[src/rtl/fft_n4_pkg.sv]
// rtl/fft_n4_pkg.sv - shared widths, point count and types for the 4-point DFT engine
package fft_n4_pkg;

  // Default widths: unsigned input samples and per-component output width
  localparam int W_IN_DEF  = 2;
  localparam int W_OUT_DEF = 4;

  // Number of time-domain points / frequency bins
  localparam int N_PTS = 4;

  // Sample and output-component types at the default widths
  typedef logic [W_IN_DEF-1:0]  sample_t;
  typedef logic [W_OUT_DEF-1:0] comp_t;

endpackage

[src/rtl/fft_n4_bfly.sv]
// rtl/fft_n4_bfly.sv - radix-2 add/subtract butterfly, modulo 2^W
module fft_n4_bfly #(
  parameter int W = 4
) (
  input  logic [W-1:0] a,
  input  logic [W-1:0] b,
  output logic [W-1:0] sum,
  output logic [W-1:0] diff
);

  // Two's complement wraparound gives the required modulo-2^W result for
  // both signed and unsigned interpretations of the operands.
  assign sum  = a + b;
  assign diff = a - b;

endmodule

[src/rtl/fft_n4.sv]
// rtl/fft_n4.sv - pipelined radix-2 4-point DFT of unsigned real samples; FFT_N4_PIPE_EN adds a Stage A register (latency 2)
module fft_n4
  import fft_n4_pkg::*;
#(
  parameter int W_IN  = W_IN_DEF,
  parameter int W_OUT = W_OUT_DEF
) (
  input  logic             clk,
  input  logic             rst,
  input  logic             in_valid,
  input  logic [W_IN-1:0]  x   [N_PTS],
  output logic             out_valid,
  output logic [W_OUT-1:0] Xr  [N_PTS],
  output logic [W_OUT-1:0] Xi  [N_PTS]
);

  // Inputs widened to the output width so every sum is exact before wrap
  logic [W_OUT-1:0] xe [N_PTS];

  // Stage A butterfly results (combinational) and the values fed to Stage B
  logic [W_OUT-1:0] a0_c, a1_c, b0_c, b1_c;
  logic [W_OUT-1:0] a0, a1, b0, b1;
  logic             valid_b;

  // Stage B results
  logic [W_OUT-1:0] x0_re, x2_re;
  logic [W_OUT-1:0] x1_re, x3_re;
  logic [W_OUT-1:0] x1_im, x3_im;

  // Twiddle product (-j) * (b1 + j*0): real/imag swapped, new imag negated
  logic [W_OUT-1:0] b1_im;
  logic [W_OUT-1:0] tw_re, tw_im;

  // Zero-extend the unsigned samples
  always_comb begin
    for (int i = 0; i < N_PTS; i++) begin
      xe[i] = '0;
      xe[i][W_IN-1:0] = x[i];
    end
  end

  // Stage A: even/odd pairs x0,x2 and x1,x3
  fft_n4_bfly #(.W(W_OUT)) u_bfly_a02 (
    .a    (xe[0]),
    .b    (xe[2]),
    .sum  (a0_c),
    .diff (a1_c)
  );

  fft_n4_bfly #(.W(W_OUT)) u_bfly_a13 (
    .a    (xe[1]),
    .b    (xe[3]),
    .sum  (b0_c),
    .diff (b1_c)
  );

`ifdef FFT_N4_PIPE_EN
  // Register Stage A results and their valid; cleared together on reset
  always_ff @(posedge clk) begin
    if (rst) begin
      a0      <= '0;
      a1      <= '0;
      b0      <= '0;
      b1      <= '0;
      valid_b <= 1'b0;
    end else begin
      valid_b <= in_valid;
      if (in_valid) begin
        a0 <= a0_c;
        a1 <= a1_c;
        b0 <= b0_c;
        b1 <= b1_c;
      end
    end
  end
`else
  // Stage A feeds Stage B directly in the single-cycle build
  always_comb begin
    a0      = a0_c;
    a1      = a1_c;
    b0      = b0_c;
    b1      = b1_c;
    valid_b = in_valid;
  end
`endif

  // b1 is purely real, so its imaginary part is zero
  assign b1_im = '0;
  assign tw_re = b1_im;
  assign tw_im = '0 - b1;

  // Stage B even bins: X0 = a0 + b0, X2 = a0 - b0
  fft_n4_bfly #(.W(W_OUT)) u_bfly_b_even (
    .a    (a0),
    .b    (b0),
    .sum  (x0_re),
    .diff (x2_re)
  );

  // Stage B odd bins, real part: a1 +/- re(-j*b1)
  fft_n4_bfly #(.W(W_OUT)) u_bfly_b_odd_re (
    .a    (a1),
    .b    (tw_re),
    .sum  (x1_re),
    .diff (x3_re)
  );

  // Stage B odd bins, imaginary part: im(a1) +/- im(-j*b1), with im(a1) = 0
  fft_n4_bfly #(.W(W_OUT)) u_bfly_b_odd_im (
    .a    ('0),
    .b    (tw_im),
    .sum  (x1_im),
    .diff (x3_im)
  );

  // Output register: load on valid, hold otherwise, clear on reset
  always_ff @(posedge clk) begin
    if (rst) begin
      out_valid <= 1'b0;
      for (int i = 0; i < N_PTS; i++) begin
        Xr[i] <= '0;
        Xi[i] <= '0;
      end
    end else begin
      out_valid <= valid_b;
      if (valid_b) begin
        Xr[0] <= x0_re;
        Xr[1] <= x1_re;
        Xr[2] <= x2_re;
        Xr[3] <= x3_re;
        Xi[0] <= '0;
        Xi[1] <= x1_im;
        Xi[2] <= '0;
        Xi[3] <= x3_im;
      end
    end
  end

endmodule

[config.mk]
export PLATFORM = sky130hd
export DESIGN_NAME = fft_n4
export DESIGN_NICKNAME = d
export VERILOG_FILES = /design/src/rtl/fft_n4_pkg.sv /design/src/rtl/fft_n4_bfly.sv /design/src/rtl/fft_n4.sv
export SDC_FILE = /design/constraint.sdc
export NUM_CORES = 1
export LEC_CHECK = 0
export BUFFER_PORTS_ARGS = -buffer_cell sky130_fd_sc_hd__buf_2
export CORE_MARGIN = 4
export CORE_UTILIZATION = 40
export CTS_CLUSTER_SIZE = 40
export DETAILED_ROUTE_END_ITERATION = 10
export GPL_ROUTABILITY_DRIVEN = 0
export GPL_TIMING_DRIVEN = 0
export SLEW_MARGIN = 20
export SYNTH_ARGS = -nofsm -noshare
export SYNTH_HDL_FRONTEND = slang
export SYNTH_HIERARCHICAL = 1
export SYNTH_SLANG_ARGS = --single-unit
[constraint.sdc]
create_clock -name clk -period 4.9 [get_ports clk]
set_input_delay 0.735 -clock clk [delete_from_list [all_inputs] [get_ports clk]]
set_output_delay 0.735 -clock clk [all_outputs]
set_load 0.1 [all_outputs]
==> summary.md <==
| Metric | Value |
|---|---|
| Ant. Diodes | `0` |
| Worst hold path class | `reg2reg` |
| Die height | `81.5 um` |
| Crit path time final | `2790 ps` |
| Yosys top cell area share | `23.1%` |
| Skew-Pair Late Insertion Delay | `260 ps` |
| Mapped Avg Cell Area | `9.36 um2` |
| Final Setup Violations | `0` |
| Post-route DRC violation count | `0` |
| Core ar. | `5170 um2` |
| Number of global-route vias before repair | `1,376` |
| Synth warnings | `6` |
| Clock sink count | `25` |
| Post-synth EDFFs | `0` |
| H-tree levels | `1` |
| Asr flop ratio synth | `0%` |
| Largest cells by area after synthesis | `dfxtp_1, ha_1, mux2i_1, fa_1, xor2_1` |
| Global route overflow | `0` |
| Register bit total from synthesis | `25` |
| MaxCap Viol Count | `0` |
| Routed WL per cell | `9.65 um` |
| Crit path DAT | `2990 ps` |
| Post-CTS Setup Bufs | `0` |
| Synth area leader | `dfxtp_1` |
| RSZ-0062 raised after global routing | `no` |
| FF+latch area | `500 um2` |
| I/O pin count | `44` |
| Ratio of cells with drive above 1 in the final layout | `18.5%` |
| Outcome | `finished, final reports clean` |
| Fmax | `359 MHz` |
| Nets | `356` |
| Yosys cell types | `21` |
| Drt initial violations | `38` |
| Multi-input logic area | `1460 um2` |
| Clk buf depth | `2` |
| Dominant synthesized flop cell | `dfxtp_1` |
| Startpoint Class | `input port` |
| Final Slew Violations | `0` |
| Synth cell count leaders | `inv_1, ha_1, dfxtp_1, nor2_1, mux2i_1` |
| Post-route ant nets | `0` |
| GRT Total Usage | `11.4%` |
| Largest fanout on the critical path | `6` |
| First-pass GRT wire length | `6040 um` |
| Die area | `6650 um2` |
| WL final | `3600 um` |
| Sequential area share after synthesis | `23.1%` |
| Filler cells | `505` |
| Vias per inst | `3.94` |
| Num CTS Buffers | `3` |
| Setup Crit Path Kind | `in2reg` |
| CTS clock-pin slew for the worst setup and hold paths | `80 ps` |
| HPWL after DPL | `3020 um` |
| Area grow syn2layout | `19.8%` |
| CTS tree | `done` |
| Setup TNS | `0 ps` |
| Final core utilization | `50.1%` |
| Cts hold-fix bufs | `0` |
| Vias | `1,471` |
| Mapped cell area | `2160 um2` |
| Cts repair resizes | `0` |
| Final hold viol count | `0` |
| Final worst-path cycle share | `56.9%` |
| WP data required | `5100 ps` |
| Row count | `26` |
| Initial core utilization | `41.8%` |
| Most frequent cell after synthesis | `inv_1` |
| Syn Inst Count | `231` |
| Worst setup EP type | `register` |
| Antenna violations before repair | `0` |
| Largest net degree at the start of global routing | `14` |
| Drt pass-1 iters | `4` |
| CTS root buf | `clkbuf_8` |
| IR Drop Worst-Case VDD | `170 uV` |
| Pwr/cell area | `394 nW/um2` |
| Port bufs | `33` |
| Max Clock Skew | `0 ps` |
| Width of the chip | `81.5 um` |
| Pleak | `1.47 nW` |
-- final cells by class --
type                    count  share of cell area, %
multi-input cells         178                   56.5
well taps                  70                   3.38
inverters                  43                   6.23
plain buffers              20                   6.47
flip-flops and latches     25                   19.3
clock buffers               4                   1.74
repair buffers             33                   6.37
-- sequential cells by signal (all words and copies together), names as in the netlist --
register and count:
Xr 16, Xi 8, out_valid 1
-- report_power, final --
part / leakage (nW) / internal (mW) / switching, mW
clock: 0.0228 / 0.0580 / 0.0616
combinational: 1.24 / 0.171 / 0.471
sequential: 0.207 / 0.241 / 0.0182
total: 1.47 / 0.471 / 0.551
-- routing by layer --
metal  up-vias  track usage (%)  share of wire [%]
met4         0             3.55               0.89
li1        807                -                  -
met2        23             19.6                 46
met3         2             1.10                3.6
met1       639             15.0                 49
met5         -                0                  0
-- worst paths after layout --
check | endpoint | depth (start not counted) | start | slack, ps
worst min-delay path | Xi[8] | 2 | Xi[8] | 490
worst min register to register | Xi[8] | 2 | Xi[8] | 490
worst max register to register | Xr[8] | 2 | Xr[8] | 4290
worst max-delay path | Xi[3] | 14 | x[4] | 2110
-- kinds of logic after synthesis --
kind of cell               Yosys count  synth area share (%)
buffers and inverters               63                  15.2
adders and majority gates           41                  27.2
and+or+nand+nor                     39                  8.33
xor gates and xnor gates            27                  10.9
DFF                                 25                  23.1
muxes                               24                  11.1
AOI/OAI and AO/OA                   11                  3.88
other                                1                 0.173
-- cells in the final DEF, fill, tap and decap left out --
cell and instances:
ha_1 31, nor3_1 5, xor2_1 20, inv_1 43, nor3b_1 4, clkbuf_2 1
a31oi_1 5, buf_12 2, xnor2_1 7, a21o_1 5, conb_1 36, dfxtp_1 25
clkbuf_8 3, clkbuf_1 2, a221oi_2 1, nor2b_1 5, nor2_1 25, buf_4 13
fa_1 10, mux2i_1 24, buf_6 1, buf_2 35
-- through the flow --
step / hold slack [ps] / cell area, um2 / power, mW / setup slack (ps) / instances
2_1_floorplan: 960 / 2290 / 0.824 / 2090 / 266
3_3_place_gp: 466 / 2550 / 0.903 / 1870 / 369
3_5_place_dp: 477 / 2550 / 0.909 / 1820 / 369
4_1_cts: 500 / 2590 / 1.03 / 2100 / 373
5_1_grt: 526 / 2590 / 1.10 / 1950 / 373
6_report: 492 / 2590 / 1.02 / 2110 / 373
-- worst max-delay path, stage by stage --
cell and delay (ps):
buf_2 100, inv_1 50, ha_1 140, inv_1 60, fa_1 490, inv_1 40, ha_1 180, xnor2_1 200
inv_1 60, ha_1 370, a31oi_1 230, xor2_1 170, mux2i_1 90, nor2_1 80
Note: power is estimated with default switching activity, not from simulation.
